**config.mk**
```make
export PLATFORM = sky130hd
export DESIGN_NAME = norm_ctrl
export DESIGN_NICKNAME = d
export VERILOG_FILES = /design/src/rtl/norm_pkg.sv /design/src/rtl/norm_packer.sv /design/src/rtl/norm_ctrl.sv
export SDC_FILE = /design/constraint.sdc
export NUM_CORES = 1
export LEC_CHECK = 0
export BUFFER_PORTS_ARGS = -buffer_cell sky130_fd_sc_hd__buf_2
export CORE_ASPECT_RATIO = 2
export CORE_UTILIZATION = 53
export DETAILED_ROUTE_END_ITERATION = 12
export PLACE_DENSITY = 0.84
export SYNTH_ARGS = -nofsm -noshare
export SYNTH_HDL_FRONTEND = slang
export SYNTH_SLANG_ARGS = --single-unit
```
**constraint.sdc**
```tcl
create_clock -name clk -period 2.9 [get_ports clk]
set_input_delay 0.58 -clock clk [delete_from_list [all_inputs] [get_ports clk]]
set_output_delay 0.58 -clock clk [all_outputs]
set_load 0.1 [all_outputs]
```
**src/rtl/norm_pkg.sv**
```systemverilog
// Shared types and default sizes for the psum normalization controller.
package norm_pkg;

  localparam int COL_DEF   = 8;
  localparam int W_OUT_DEF = 16;

  typedef enum logic [2:0] {
    IDLE  = 3'd0,
    READ  = 3'd1,
    ISSUE = 3'd2,
    WAIT  = 3'd3,
    WRITE = 3'd4,
    FIN   = 3'd5
  } norm_state_t;

endpackage

```
**src/rtl/norm_packer.sv**
```systemverilog
// Collects normalizer output beats into one packed row, word 0 in the LSBs.
module norm_packer #(
  parameter int COL   = 8,
  parameter int W_OUT = 16,
  parameter int IW    = (COL > 1) ? $clog2(COL) : 1
) (
  input  logic                 clk,
  input  logic                 reset,
  input  logic                 clear,
  input  logic                 beat,
  input  logic [W_OUT-1:0]     word,
  input  logic [IW-1:0]        index,
  output logic [COL*W_OUT-1:0] row
);

  always_ff @(posedge clk) begin
    if (reset || clear) begin
      row <= '0;
    end else if (beat) begin
      row[index*W_OUT +: W_OUT] <= word;
    end
  end

endmodule

```
**src/rtl/norm_ctrl.sv**
```systemverilog
// Row sequencer: reads each psum row, hands it to the normalizer, gathers COL
// output beats and writes the packed row, with a watchdog on stalled beats.
module norm_ctrl
  import norm_pkg::*;
#(
  parameter int COL     = COL_DEF,
  parameter int BW_PSUM = 16,
  parameter int W_OUT   = W_OUT_DEF,
  parameter int ADDR_W  = 6,
  parameter int TIMEOUT = 255
) (
  input  logic                 clk,
  input  logic                 reset,
  input  logic                 start,
  input  logic [ADDR_W:0]      num_rows,
  output logic                 busy,
  output logic                 done,
  output logic                 err,
  output logic                 rd_en,
  output logic [ADDR_W-1:0]    rd_addr,
  output logic                 s_valid,
  input  logic                 norm_valid,
  input  logic [W_OUT-1:0]     psum_norm,
  output logic                 wr_en,
  output logic [ADDR_W-1:0]    wr_addr,
  output logic [COL*W_OUT-1:0] wr_data
);

  localparam int RW = ADDR_W + 1;
  localparam int BW = $clog2(COL) + 1;
  localparam int TW = $clog2(TIMEOUT + 1);
  localparam int IW = (COL > 1) ? $clog2(COL) : 1;

  // The psum width only matters to the normalizer; reject nonsense sizes early.
  if (BW_PSUM < 1 || COL < 1 || TIMEOUT < 1 || ADDR_W < 1) begin : g_param_check
    $error("norm_ctrl: illegal parameter value");
  end

  norm_state_t state, next_state;

  logic [RW-1:0] row;
  logic [RW-1:0] rows_q;
  logic [BW-1:0] beat_cnt;
  logic [TW-1:0] tmo_cnt;

  logic start_ok;
  logic beat_in_wait;
  logic last_beat;
  logic timed_out;
  logic last_row;
  logic stray_beat;

  always_comb begin
    next_state   = state;
    start_ok     = (state == IDLE) && start;
    beat_in_wait = (state == WAIT) && norm_valid;
    stray_beat   = (state != WAIT) && norm_valid;
    last_beat    = beat_in_wait && (beat_cnt == BW'(COL - 1));
    timed_out    = (state == WAIT) && !norm_valid && (tmo_cnt == TW'(TIMEOUT - 1));
    last_row     = (row == rows_q - RW'(1));

    case (state)
      IDLE:    if (start) next_state = (num_rows == '0) ? FIN : READ;
      READ:    next_state = ISSUE;
      ISSUE:   next_state = WAIT;
      WAIT: begin
        if (last_beat)      next_state = WRITE;
        else if (timed_out) next_state = FIN;
      end
      WRITE:   next_state = last_row ? FIN : READ;
      FIN:     next_state = IDLE;
      default: next_state = IDLE;
    endcase
  end

  // Strobes are decoded from next_state so each one is a flop aligned with its state.
  always_ff @(posedge clk) begin
    if (reset) begin
      state    <= IDLE;
      busy     <= 1'b0;
      done     <= 1'b0;
      err      <= 1'b0;
      rd_en    <= 1'b0;
      s_valid  <= 1'b0;
      wr_en    <= 1'b0;
      row      <= '0;
      rows_q   <= '0;
      beat_cnt <= '0;
      tmo_cnt  <= '0;
    end else begin
      state   <= next_state;
      busy    <= (next_state != IDLE);
      done    <= (next_state == FIN);
      rd_en   <= (next_state == READ);
      s_valid <= (next_state == ISSUE);
      wr_en   <= (next_state == WRITE);

      if (start_ok) begin
        rows_q <= num_rows;
        row    <= '0;
      end else if (state == WRITE && !last_row) begin
        row <= row + RW'(1);
      end

      if (state == ISSUE) begin
        beat_cnt <= '0;
        tmo_cnt  <= '0;
      end else if (beat_in_wait) begin
        beat_cnt <= beat_cnt + BW'(1);
        tmo_cnt  <= '0;
      end else if (state == WAIT) begin
        tmo_cnt <= tmo_cnt + TW'(1);
      end

      // A stray beat in IDLE outranks the clear from a simultaneous start.
      if (timed_out || stray_beat) begin
        err <= 1'b1;
      end else if (start_ok) begin
        err <= 1'b0;
      end
    end
  end

  assign rd_addr = row[ADDR_W-1:0];
  assign wr_addr = row[ADDR_W-1:0];

  norm_packer #(
    .COL   (COL),
    .W_OUT (W_OUT),
    .IW    (IW)
  ) u_packer (
    .clk   (clk),
    .reset (reset),
    .clear (state == ISSUE),
    .beat  (beat_in_wait),
    .word  (psum_norm),
    .index (beat_cnt[IW-1:0]),
    .row   (wr_data)
  );

endmodule

```
== Yosys cells after proc, flatten, opt, wreduce, memory -nomap -nowiden ==
Index checks and enable logic that the tools add are counted.
Storage, ports and cells
  flip-flop bits (word level): 163
  output and inout bits: 146
  input port bits: 27
Cells by class
  add/subtract/negate cells: 5
  equality and inequality tests: 12
  reduce and logical (&&, ||, !) cells: 18
  shift operators: 2
  multiplexer cells: 9
Operator list (count)
  $bwmux W128: 1
  $shift A16 B34 Y128 const A: 1
  $shiftx A16 B34 Y128: 1
  $neg A7 Y34: 1
  $mux W3: 5
  $pmux W3 S5: 1
  $eq A3 B2 Y1 const B: 3
  $eq A3 B3 Y1 const B: 3
  $add A8 B1 Y8 const B: 1
  $eq A8 B8 Y1 const B: 1
  $add A7 B1 Y7 const B: 1
  $eq A7 B7 Y1: 1
  $logic_and A1 B1 Y1: 7
  $logic_not A7 Y1: 1
  $sub A7 B1 Y7 const B: 1
  $eq A3 B1 Y1 const B: 2
  $add A4 B1 Y4 const B: 1
  $eq A4 B3 Y1 const B: 1
  $reduce_or A2 Y1: 2
  $logic_not A3 Y1: 1
  $ne A3 B2 Y1 const B: 1
  $reduce_bool A3 Y1: 1
  $reduce_or A3 Y1: 1
  $logic_not A1 Y1: 2
  other kinds (3): 5

== Longest topological paths before layout ==
Gate-level depths: netlist of run 1.
  word-level depth: 7
  depth in mapped cells: 10

== By module ==
Synthesis of run 1 repeated with hierarchy kept, for this count alone.
Unflattened totals
  cells, all modules: 771
  area, all modules: 7068.0 µm²
Modules (own cells, without submodules)
  norm_packer: times used 1, seq. area each 2562.5 µm², cells each 555, area an instance 5210.0 µm²
  norm_ctrl: times used 1, seq. area each 700.7 µm², cells each 216, area an instance 1858.0 µm²

== Worst setup path after synthesis of run 1 ==
No wires, ideal clock.
  path kind: reg2reg
  start point: register beat_cnt[0]
  end point: register u_packer.row[70]
  clock period less this slack: 2.452 ns
  buffers on the path: 1
  cell stages (with the launch flop): 9
  arrival: 2.325 ns
  data required time: 2.772 ns
  library setup time: 0.128 ns
  path slack: 0.448 ns
  cells stage by stage: dfxtp_1 > inv_1 > ha_1 > ha_1 > or4b_1 > nor3_4 > buf_6 > mux2i_1 > nor2_1
On the way
  word-level cells in the longest chain between the ends: 3
  elaborated cells on any way between the ends: 4
RTL lines
  start, declared: line norm_ctrl.sv:43  | logic [BW-1:0] beat_cnt;
  start signal, assigned: line norm_ctrl.sv:109  | beat_cnt <= beat_cnt + BW'(1);
  $neg A7 Y34 *: line norm_packer.sv:20  | row[index*W_OUT +: W_OUT] <= word;
  $shiftx A16 B34 Y128 or $shift A16 B34 Y128 (tied branches): line norm_packer.sv:20
  $bwmux W128 *: line norm_packer.sv:20
  end signal, assigned by index: line norm_packer.sv:20
  end, declared: line norm_packer.sv:13  | output logic [COL*W_OUT-1:0] row
Every way passes the cells marked *; elsewhere a longest branch is shown, timed or not.
A chain may end at the register's enable or synchronous reset.

== Worst setup path after layout of run 1 ==
  start point: register beat_cnt[0]
  end point: register u_packer.row[96]
Same word-level chain as after synthesis.

==> results.md, run 1 <==
* Outcome: completed
* Post-Syn Nets at 790
* Hold Fails Final Rpt at 0
* Hold_buf cts at 0
* Period utilization at 0.835
* Mapped Cells at 756
* Logic pwr share at 0.071
* Internal power of the cells at 3480 µW
* CTS Buffer Depth at 2
* Die width at 80.9 µm
* PortBufs at 172
* VDD IR max at 0.000576 V
* WL final at 18,100 µm
* DR DRC count at 0
* Antenna Cells at 0
* FF+latch area at 0.00326 mm²
* Post-synth EDFFs at 0
* Worst reg2reg path startpoint: beat_cnt[0]$_SDFFE_PP0P_
* Unique masters post-synth at 52
* Initial cell density of the core at 0.544
* Root Buffer: clkbuf_16
* Highest-count cells in the layout ignoring fill and taps: buf_2, dfxtp_1, nand2_1, a21oi_1, nor2_1
* Multi-input logic area at 0.00292 mm²
* Mapped Area at 0.00659 mm²
* Worst skew pair latency at 430 ps
* Sequential fraction of design power at 0.480
* Overflow after GRT at 0
* Clk slew on worst S/H paths at 70 ps
* Detail Placement HPWL at 12,800 µm
* Global-route wire length before repair at 27,600 µm
* # rows at 57
* Net Sw Frac at 0.267
* Final Critical Period at 2420 ps
* R2R setup slack at 480 ps
* Vias at 5,822
* Drt pass-1 iters at 5
* Num CTS Buffers at 17
* CTS tree: built
* Fmax at 413 MHz
* RSZ-0062 raised after global routing: false
* Routed length per instance at 17.3 µm
* Die area at 0.0129 mm²
* PD cells at 596 mW/mm²
* Final Skew at 12.2 ps
* # resized after CTS at 0
* Seq/Total Area, Yosys at 0.495
* Worst slew margin at 0.581
* Clock Sinks at 163
* HP Start: num_rows[3]
* Pin count of the biggest net entering global routing at 54
* Mapped Avg Cell Area at 8.72 µm²
* Clock power share at 0.449
* GP Congestion at 0.882
* Maxcap violations at 0
* Critical Path Start: beat_cnt[0]$_SDFFE_PP0P_
* I/O pins at 173
* Area leader, netlist: dfxtp_1
* Synth top area share at 0.495
* Synth area leaders: dfxtp_1, nand2_1, mux2i_1
* CP arrival at 2780 ps
* Slew Viols, Final at 0
* Most common cell after layout, fill and taps aside: buf_2
* Leak Pwr at 0.00355 µW
* Share of layout cells above drive strength 1 at 0.261
* Fillers at 1,038
* DRT iter0 DRCs at 252
* Worst Setup Start Kind: flop
* Nets at 919
* Post-synth top flop: dfxtp_1
* Die H at 160 µm
* H-tree Lvls at 4
* Antenna viol nets, final at 0
* Setup violations, final at 0
* Core area at 0.0121 mm²
* Slew @ Worst Pin at 621 ps
* Crit path kind: flop to flop
* Post-CTS Setup Inserts at 0
* Pwr Total at 4740 µW
* Sw Pwr at 1260 µW
* Critical Path RT at 3260 ps
* Gr usage total at 0.283
* Crit Path Max Fanout at 35
* Post-synthesis register bit count at 163
* Vias in the first global route at 5,442
* HP Class: input port to flop
* Vias per cell at 5.57
* Syn. warnings at 0
* Final setup TNS at 0 ps
* Critical Path End Type: flop
* Antenna violations before repair at 0
* P&R area growth vs syn at 20.7%
* Fraction of registers with async set/reset at 0
==> cells in the mapped netlist, types with 3 or more instances <==
cell and count:
dfxtp_1 163, nand2_1 136, a21oi_1 91, nor2_1 77, mux2i_1 48, clkbuf_1 45, nand3_1 35, nand4_1 15
xnor2_1 14, buf_2 12, buf_4 12, nand3b_1 12, inv_1 10, nor3_1 10, ha_1 7, xor2_1 7
buf_6 5, nor2b_1 5, a31oi_1 4, and2_1 3, and3_1 3, nand2b_1 3, nor4_1 3, or3_1 3
==> power groups by stage <==
stage,registers [µW],clock network (µW),logic [µW]
after floorplan,2380,0,186
after global placement,2330,0,325
after detailed placement,2330,0,331
after CTS,2280,2160,331
after global routing,2280,2260,354
final,2280,2130,335
==> per-stage QoR <==
step	cell area [µm²]	setup WS, ps	hold WS (ps)	util	instances
global placement	7390	502	436	0.609	1013
finish	7950	479	404	0.656	1045
detailed placement	7390	465	441	0.609	1013
floorplan	6590	448	448	-	756
CTS	7950	492	394	0.656	1045
global route	7950	325	421	0.656	1045
==> critical path, stage by stage, from the launching register on <==
cell	delay [ps]
dfxtp_1	340
inv_1	110
ha_1	230
ha_1	280
buf_4	240
or4_4	720
nor4b_2	290
a21oi_1	70
nor2_1	80
==> routing by layer <==
metal | track usage | part of all wire | wire length (µm)
met4 | 0.146 | 0.047 | 849
met3 | 0.0680 | 0.053 | 960
met5 | 0 | 0 | 0
met1 | 0.281 | 0.34 | 6240
met2 | 0.519 | 0.56 | 10000
==> cell type report <==
cell class | count | share of cell area
sequential | 163 | 0.410
clock inverter | 15 | 0.0179
multi-input combinational | 508 | 0.367
tap | 147 | 0.0231
clock buffer | 17 | 0.0535
inverter | 10 | 0.00472
timing repair buffer | 185 | 0.124
==> cells by family after synthesis <==
logic type | Yosys count | share of synthesized area
AND/OR/NAND/NOR | 322 | 0.231
flip-flops | 163 | 0.495
AO/OA/AOI/OAI | 109 | 0.0943
buffers and inverters | 85 | 0.0634
multiplexers | 49 | 0.0746
XOR/XNOR | 21 | 0.0279
adder cells (fa/ha/maj) | 7 | 0.0133
==> flip-flops by register name, summed over array words and instances, names as in the netlist <==
register	cells
u_packer.row	128
tmo_cnt	8
row	7
rows_q	7
beat_cnt	4
state	3
busy	1
done	1
err	1
rd_en	1
s_valid	1
wr_en	1
==> worst paths after layout <==
kind                                                      end  cells past startpoint
worst min register to register  u_packer.row[89]$_SDFFE_PP0P_                      2
worst max register to register  u_packer.row[96]$_SDFFE_PP0P_                      8
worst max-delay path            u_packer.row[96]$_SDFFE_PP0P_                      8
worst min-delay path                   rows_q[3]$_SDFFE_PP0P_                      3
Note: power is estimated with default switching activity, not from simulation.
==> run 2: changes to the inputs <==
clock period = 2.4 ns   (was 2.9 ns; I/O delays follow)
==> run 2 against run 1 <==
  * Core utilization increased by 1.1 points
  * Sequential cell count unchanged
  * Wire length increased by 0.60%
  * Sequential power increased by 21%
  * Non-clock buffer count increased by 9
  * Via count increased by 1.1%
  * Critical endpoint is now row[6]$_SDFFE_PP0P_
==> results.md, run 2 (synthesis gave the netlist of run 1 again) <==
* Core area at 0.0121 mm² (unchanged)
* Detail Placement HPWL at 12,700 µm (-1.1%)
* Clk slew on worst S/H paths at 60 ps (about the same)
* Crit-path cells: inv_1 > ha_1 > a31o_2 > a2111oi_4 > a31oi_4 > nand4_1 > mux2_2
* Die width at 80.9 µm (unchanged)
* Antenna Cells at 0 (unchanged)
* Critical Path End Type: flop
* Worst Setup Start Kind: flop
* Vias at 5,886 (+1.1%)
* CTS tree: built
* VDD IR max at 0.000594 V (+3.0%)
* Leak Pwr at 0.00361 µW (+1.9%)
* Largest regs: u_packer.row: 128 flops, tmo_cnt: 8 flops
* HP Class: input port to flop
* Antenna violations before repair at 0 (unchanged)
* Family with the most delay on the worst path: compound AO/OA/AOI/OAI gates
* Vias in the first global route at 5,594 (+2.8%)
* Slew Viols, Final at 0 (unchanged)
* Die area at 0.0129 mm² (unchanged)
* Pin count of the biggest net entering global routing at 58 (+7.4%)
* Gr usage total at 0.293 (+0.0101)
* Outcome: completed
* Antenna viol nets, final at 0 (unchanged)
* Root Buffer: clkbuf_16
* CTS Buffer Depth at 2 (unchanged)
* Cell area after layout at 0.00809 mm² (+1.7%)
* Slowest cell on the critical path: a2111oi_4
* Final setup TNS at 0 ps (unchanged)
* Critical Path RT at 2710 ps (-550 ps)
* Hold_buf cts at 0 (unchanged)
* PortBufs at 172 (unchanged)
* Period utilization at 0.956 (+0.121)
* I/O pins at 173 (unchanged)
* Final Skew at 7.61 ps (-4.58 ps)
* Crit Path Max Fanout at 7 (-80%)
* Num CTS Buffers at 17 (unchanged)
* DRT iter0 DRCs at 231 (-8.3%)
* Slew @ Worst Pin at 579 ps (-42.6 ps)
* # rows at 57 (unchanged)
* Hold Fails Final Rpt at 0 (unchanged)
* Highest-count cells in the layout ignoring fill and taps: buf_2, dfxtp_1, nand2_1, a21oi_1, nor2_1
* Largest Register: u_packer.row
* Worst skew pair latency at 420 ps (about the same)
* R2R depth at 7 (-1)
* CP bufs+invs at 1 (-1)
* CP Depth at 7 (-1)
* Nets at 928 (+0.98%)
* Hold path depth at 3 (unchanged)
* Crit path kind: flop to flop
* Share of layout cells above drive strength 1 at 0.275 (+0.0143)
* Final Critical Period at 2290 ps (-127 ps)
* Clock Sinks at 163 (unchanged)
* Overflow after GRT at 0 (unchanged)
* WL final at 18,200 µm (+0.60%)
* PD cells at 728 mW/mm² (+22%)
* Maxcap violations at 0 (unchanged)
* Setup violations, final at 0 (unchanged)
* Vias per cell at 5.59 (+0.33%)
* Die H at 160 µm (unchanged)
* Initial cell density of the core at 0.544 (unchanged)
* CP max stage delay at 410 ps (-310 ps)
* Routed length per instance at 17.3 µm (-0.16%)
* Global-route wire length before repair at 28,200 µm (+2.1%)
* Worst slew margin at 0.614 (+0.0328)
* Post-Place Cell Area at 0.00747 mm² (+1.1%)
* Drt pass-1 iters at 5 (unchanged)
* Most common cell after layout, fill and taps aside: buf_2
* Largest register FFs at 128 (unchanged)
* DR DRC count at 0 (unchanged)
* GP Congestion at 0.871 (-1.2%)
* Fmax at 436 MHz (+5.6%)
* H-tree Lvls at 4 (unchanged)
* Layout Utilization at 0.667 (+0.0112)
* P&R area growth vs syn at 22.7%
* CP arrival at 2600 ps (-180 ps)
## run 2: cell types whose count changed in the layout (fill, tap and decap cells not counted), moves of 2 or more
cell | before | now
buf_4 | 11 | 20
bufinv_16 | 0 | 2
clkbuf_8 | 0 | 2
clkinv_4 | 1 | 3
inv_8 | 5 | 1
## run 2: what timing repair did
action,CTS,global route
setup buffers,0,0
setup endpoints to repair,0,33
gates resized for setup,0,5
## run 2: worst reg2reg max path: stages (launching register included)
cell       delay, ps
dfxtp_1          400
inv_1             80
ha_1             290
a31o_2           280
a2111oi_4        410
a31oi_4          210
nand4_1          180
mux2_2           340
## run 2: area by class of cell
class / instances / area, µm²
Fill cell: 1004 / 4030
Sequential cell: 163 / 3260
Multi-Input combinational cell: 508 / 2950
Timing Repair Buffer: 194 / 1050
Clock buffer: 19 / 453
Tap cell: 147 / 184
Clock inverter: 12 / 146
Inverter: 10 / 37.5
## run 2: power by group
group          internal [µW]  switching [µW]
combinational            109             307
clock                   1600            1120
sequential              2730            21.8
total                   4440            1450
## run 2: final timing paths
kind / start / endpoint / slack (ps)
setup / recovery: rows_q[0]$_SDFFE_PP0P_ / row[6]$_SDFFE_PP0P_ / 110
hold / removal: num_rows[1] / rows_q[1]$_SDFFE_PP0P_ / 310
setup reg to reg: rows_q[0]$_SDFFE_PP0P_ / row[6]$_SDFFE_PP0P_ / 110
hold reg to reg: u_packer.row[89]$_SDFFE_PP0P_ / u_packer.row[89]$_SDFFE_PP0P_ / 450
## run 2: layer usage
layer	up-vias	track usage	routed length (µm)
met1	2791	0.292	6330
met4	0	0.195	996
met2	228	0.511	9810
li1	2794	-	-
met3	73	0.0771	1070
met5	-	0	0
## run 2: per-stage QoR
stage	instances	worst slack (ps)	total power (µW)	hold slack (ps)
2_1_floorplan	756	4.05	3100	448
3_3_place_gp	1022	145	3210	435
3_5_place_dp	1022	110	3220	441
4_1_cts	1053	80.2	5910	306
5_1_grt	1053	-4.55	6060	316
6_report	1053	106	5890	314
==> run 3: changes to the inputs <==
PLACE_DENSITY = 0.83   (was 0.84)
SYNTH_HIERARCHICAL = 1   (was default)
==> run 3 against run 2 <==
  * Maximum frequency shrank 1.3%
  * Non-clock buffer count grew 9
  * Core utilization shrank 0.65 points
  * Wire length grew 14%
  * First-iteration DRC count grew 130%
  * Die area grew 7.1%
  * Cell count grew 3.1%
  * Clock skew grew 1.9 ps
  * Total power shrank 1.2%
  * Critical path depth is the same
  * Register-to-register slack lost 30 ps
  * Clock power shrank 3%
  * Critical path type unchanged
  * Critical endpoint is now u_packer/row[101]$_SDFFE_PP0P_
  * Largest cell class is now multi-input combinational cells
==> results.md, run 3 <==
* Outcome: completed
* Core area at 0.0130 mm² (+7.2%)
* Post-placement setup slack at 115 ps (+5.16 ps)
* Vias per cell at 5.99 (+7.1%)
* Post-Syn Nets at 806 (+2.0%)
* Setup violations, final at 0 (unchanged)
* Setup slack after layout at 76.2 ps (-29.9 ps)
* Drt pass-1 iters at 5 (unchanged)
* R2R depth at 7 (unchanged)
* Initial cell density of the core at 0.544 (about the same)
* Synth top area share at 0.462 (-0.0334)
* Hold path depth at 3 (unchanged)
* Hold Fails Final Rpt at 0 (unchanged)
* Slew Viols, Final at 0 (unchanged)
* DR DRC count at 0 (unchanged)
* Seq/Total Area, Yosys at 0.462 (-0.0334)
* H-tree Lvls at 4 (unchanged)
* Maxcap violations at 0 (unchanged)
* Antenna Cells at 0 (unchanged)
* CP arrival at 2660 ps (+60 ps)
* Fraction of registers with async set/reset at 0 (unchanged)
* Post-Place Cell Area at 0.00798 mm² (+6.9%)
* Critical Path RT at 2740 ps (+30 ps)
* CP max stage delay at 480 ps (+70 ps)
* Clk slew on worst S/H paths at 70 ps (about the same)
* CTS Buffer Depth at 2 (unchanged)
* Mapped Avg Cell Area at 9.17 µm² (+5.1%)
* Post-synth EDFFs at 0 (unchanged)
* Overflow after GRT at 0 (unchanged)
* Final Critical Period at 2320 ps (+29.9 ps)
* Die H at 165 µm (+3.5%)
* Final setup TNS at 0 ps (unchanged)
* Largest register FFs at 128 (unchanged)
* Most frequent cells after synthesis: dfxtp_1, nand2_1, mux2i_1
* P&R area growth vs syn at 21.5%
* Worst slew margin at 0.454 (-0.160)
* Die width at 83.7 µm (+3.5%)
* Global-route wire length before repair at 32,500 µm (+15%)
* Num CTS Buffers at 17 (unchanged)
* PD cells at 678 mW/mm² (-6.9%)
* Mapped Cells at 771 (+2.0%)
* DRT iter0 DRCs at 522 (+130%)
* VDD IR max at 0.000673 V (+13%)
* Area leader, netlist: dfxtp_1
* Worst reg2reg path startpoint: beat_cnt[1]$_SDFFE_PP0P_
* Critical Path End Type: flop
* HP Start: num_rows[3]
* Vias in the first global route at 6,347 (+13%)
* Slowest cell on the critical path: or4b_1
* Worst Setup Start Kind: flop
* Leak Pwr at 0.00384 µW (+6.3%)
* Vias at 6,501 (+10%)
* Period utilization at 0.968 (+0.0124)
* Largest regs: u_packer/row: 128 flops, tmo_cnt: 8 flops
* Most frequent CP cell: ha_1
* Fmax at 430 MHz (-1.3%)
* Post-synthesis register bit count at 163 (unchanged)
* Post-synth top flop: dfxtp_1
* Crit path kind: flop to flop
* Share of layout cells above drive strength 1 at 0.281 (+0.00568)
* Clock Sinks at 163 (unchanged)
* R2R Path End: u_packer/row[101]$_SDFFE_PP0P_
* Crit Path Max Fanout at 16 (+9)
* Slew @ Worst Pin at 808 ps (+229 ps)
* Crit-path cells: inv_1 > ha_1 > ha_1 > nand2b_4 > or4b_1 > buf_4 > mux2i_1
* CTS tree: built
* Final Skew at 9.54 ps (+1.94 ps)
* Family with the most delay on the worst path: simple AND/OR/NAND/NOR gates
* CP bufs+invs at 2 (+1)
* RSZ-0062 raised after global routing: true
* # rows at 59 (+3.5%)
* Highest-count cells in the layout ignoring fill and taps: buf_2, dfxtp_1, nand2_1, mux2i_1, o211ai_1
* Pin count of the biggest net entering global routing at 103 (+78%)
* Antenna viol nets, final at 0 (unchanged)
* Nets at 956 (+3.0%)
* Worst hold endpoint: rows_q[3]$_SDFFE_PP0P_
* Gr usage total at 0.302 (+0.00878)
* Cell area after layout at 0.00859 mm² (+6.1%)
* Routed length per instance at 19.1 µm (+10%)
* Most common cell after layout, fill and taps aside: buf_2
* Synth area leaders: dfxtp_1, mux2i_1, nand2_1
* Root Buffer: clkbuf_16
* Mapped Area at 0.00707 mm² (+7.2%)
* Detail Placement HPWL at 15,000 µm (+18%)
* Unique masters post-synth at 59 (+13%)
* Largest Register: u_packer/row
* Die area at 0.0138 mm² (+7.1%)
* Syn. warnings at 6 (+6)
* I/O pins at 173 (unchanged)
* HP Class: input port to flop
* Antenna violations before repair at 0 (unchanged)
* R2R setup slack at 80 ps (-30 ps)
* Worst skew pair latency at 420 ps (about the same)
* PortBufs at 172 (unchanged)
* Count leader, synth: dfxtp_1
* GP Congestion at 0.923 (+5.9%)
* WL final at 20,700 µm (+14%)
## run 3: cells by family after synthesis
family / synth area share
DFF: 0.462
muxes: 0.0935
AOI/OAI and AO/OA: 0.139
and+or+nand+nor: 0.207
xor gates and xnor gates: 0.0243
buffers and inverters: 0.0600
adders and majority gates: 0.0142
## run 3: layer usage
layer,track usage,vias up,part of all wire
met4,0.200,0,0.063
li1,-,3042,-
met2,0.554,303,0.53
met5,0,-,0
met3,0.0626,88,0.057
met1,0.305,3068,0.35
## run 3: timing repair
action                                  4_1_cts  5_1_grt
hold buffers                                  0        0
gates resized for setup                       0        1
endpoints found under the setup margin        0       29
buffers inserted                              0        1
## run 3: worst max-delay path by stage
stage / to / cells past startpoint / slack (ps) / start
2_1_floorplan: u_packer/row[70]$_SDFFE_PP0P_ / 11 / 2 / beat_cnt[0]$_SDFFE_PP0P_
3_3_place_gp: u_packer/row[106]$_SDFFE_PP0P_ / 7 / 200 / beat_cnt[1]$_SDFFE_PP0P_
3_5_place_dp: row[6]$_SDFFE_PP0P_ / 8 / 120 / rows_q[1]$_SDFFE_PP0P_
4_1_cts: u_packer/row[101]$_SDFFE_PP0P_ / 7 / 90 / beat_cnt[1]$_SDFFE_PP0P_
5_1_grt: u_packer/row[19]$_SDFFE_PP0P_ / 7 / -110 / beat_cnt[1]$_SDFFE_PP0P_
6_report: u_packer/row[101]$_SDFFE_PP0P_ / 7 / 80 / beat_cnt[1]$_SDFFE_PP0P_
## run 3: worst reg2reg max path: cells and delay by family (launching register included)
family / cells / cell delay [ps]
DFF: 1 / 390
adders and majority gates: 2 / 630
and+or+nand+nor: 2 / 710
muxes: 1 / 210
buffers and inverters: 2 / 300
## run 3: cell type report
type                    instances  area [µm²]
flip-flops and latches        163        3270
multi-input cells             529        3400
clock buffers                  17         425
repair buffers                203        1120
fillers                      1041        4410
well taps                     152         190
inverters                       7        26.3
clock inverters                15         154
## run 3: per-stage QoR
stage,total power [µW],hold slack [ps],cells,util
4_1_cts,5850,304,1085,0.659
6_report,5820,313,1086,0.661
3_3_place_gp,3230,441,1053,0.615
3_5_place_dp,3240,445,1053,0.615
5_1_grt,5990,310,1086,0.661
2_1_floorplan,3100,458,771,-
## run 3: power by group
group          switching (µW)  internal [µW]  total (µW)
logic                     326            119         445
registers                17.1           2720        2740
clock network            1240           1400        2640
total                    1580           4240        5820
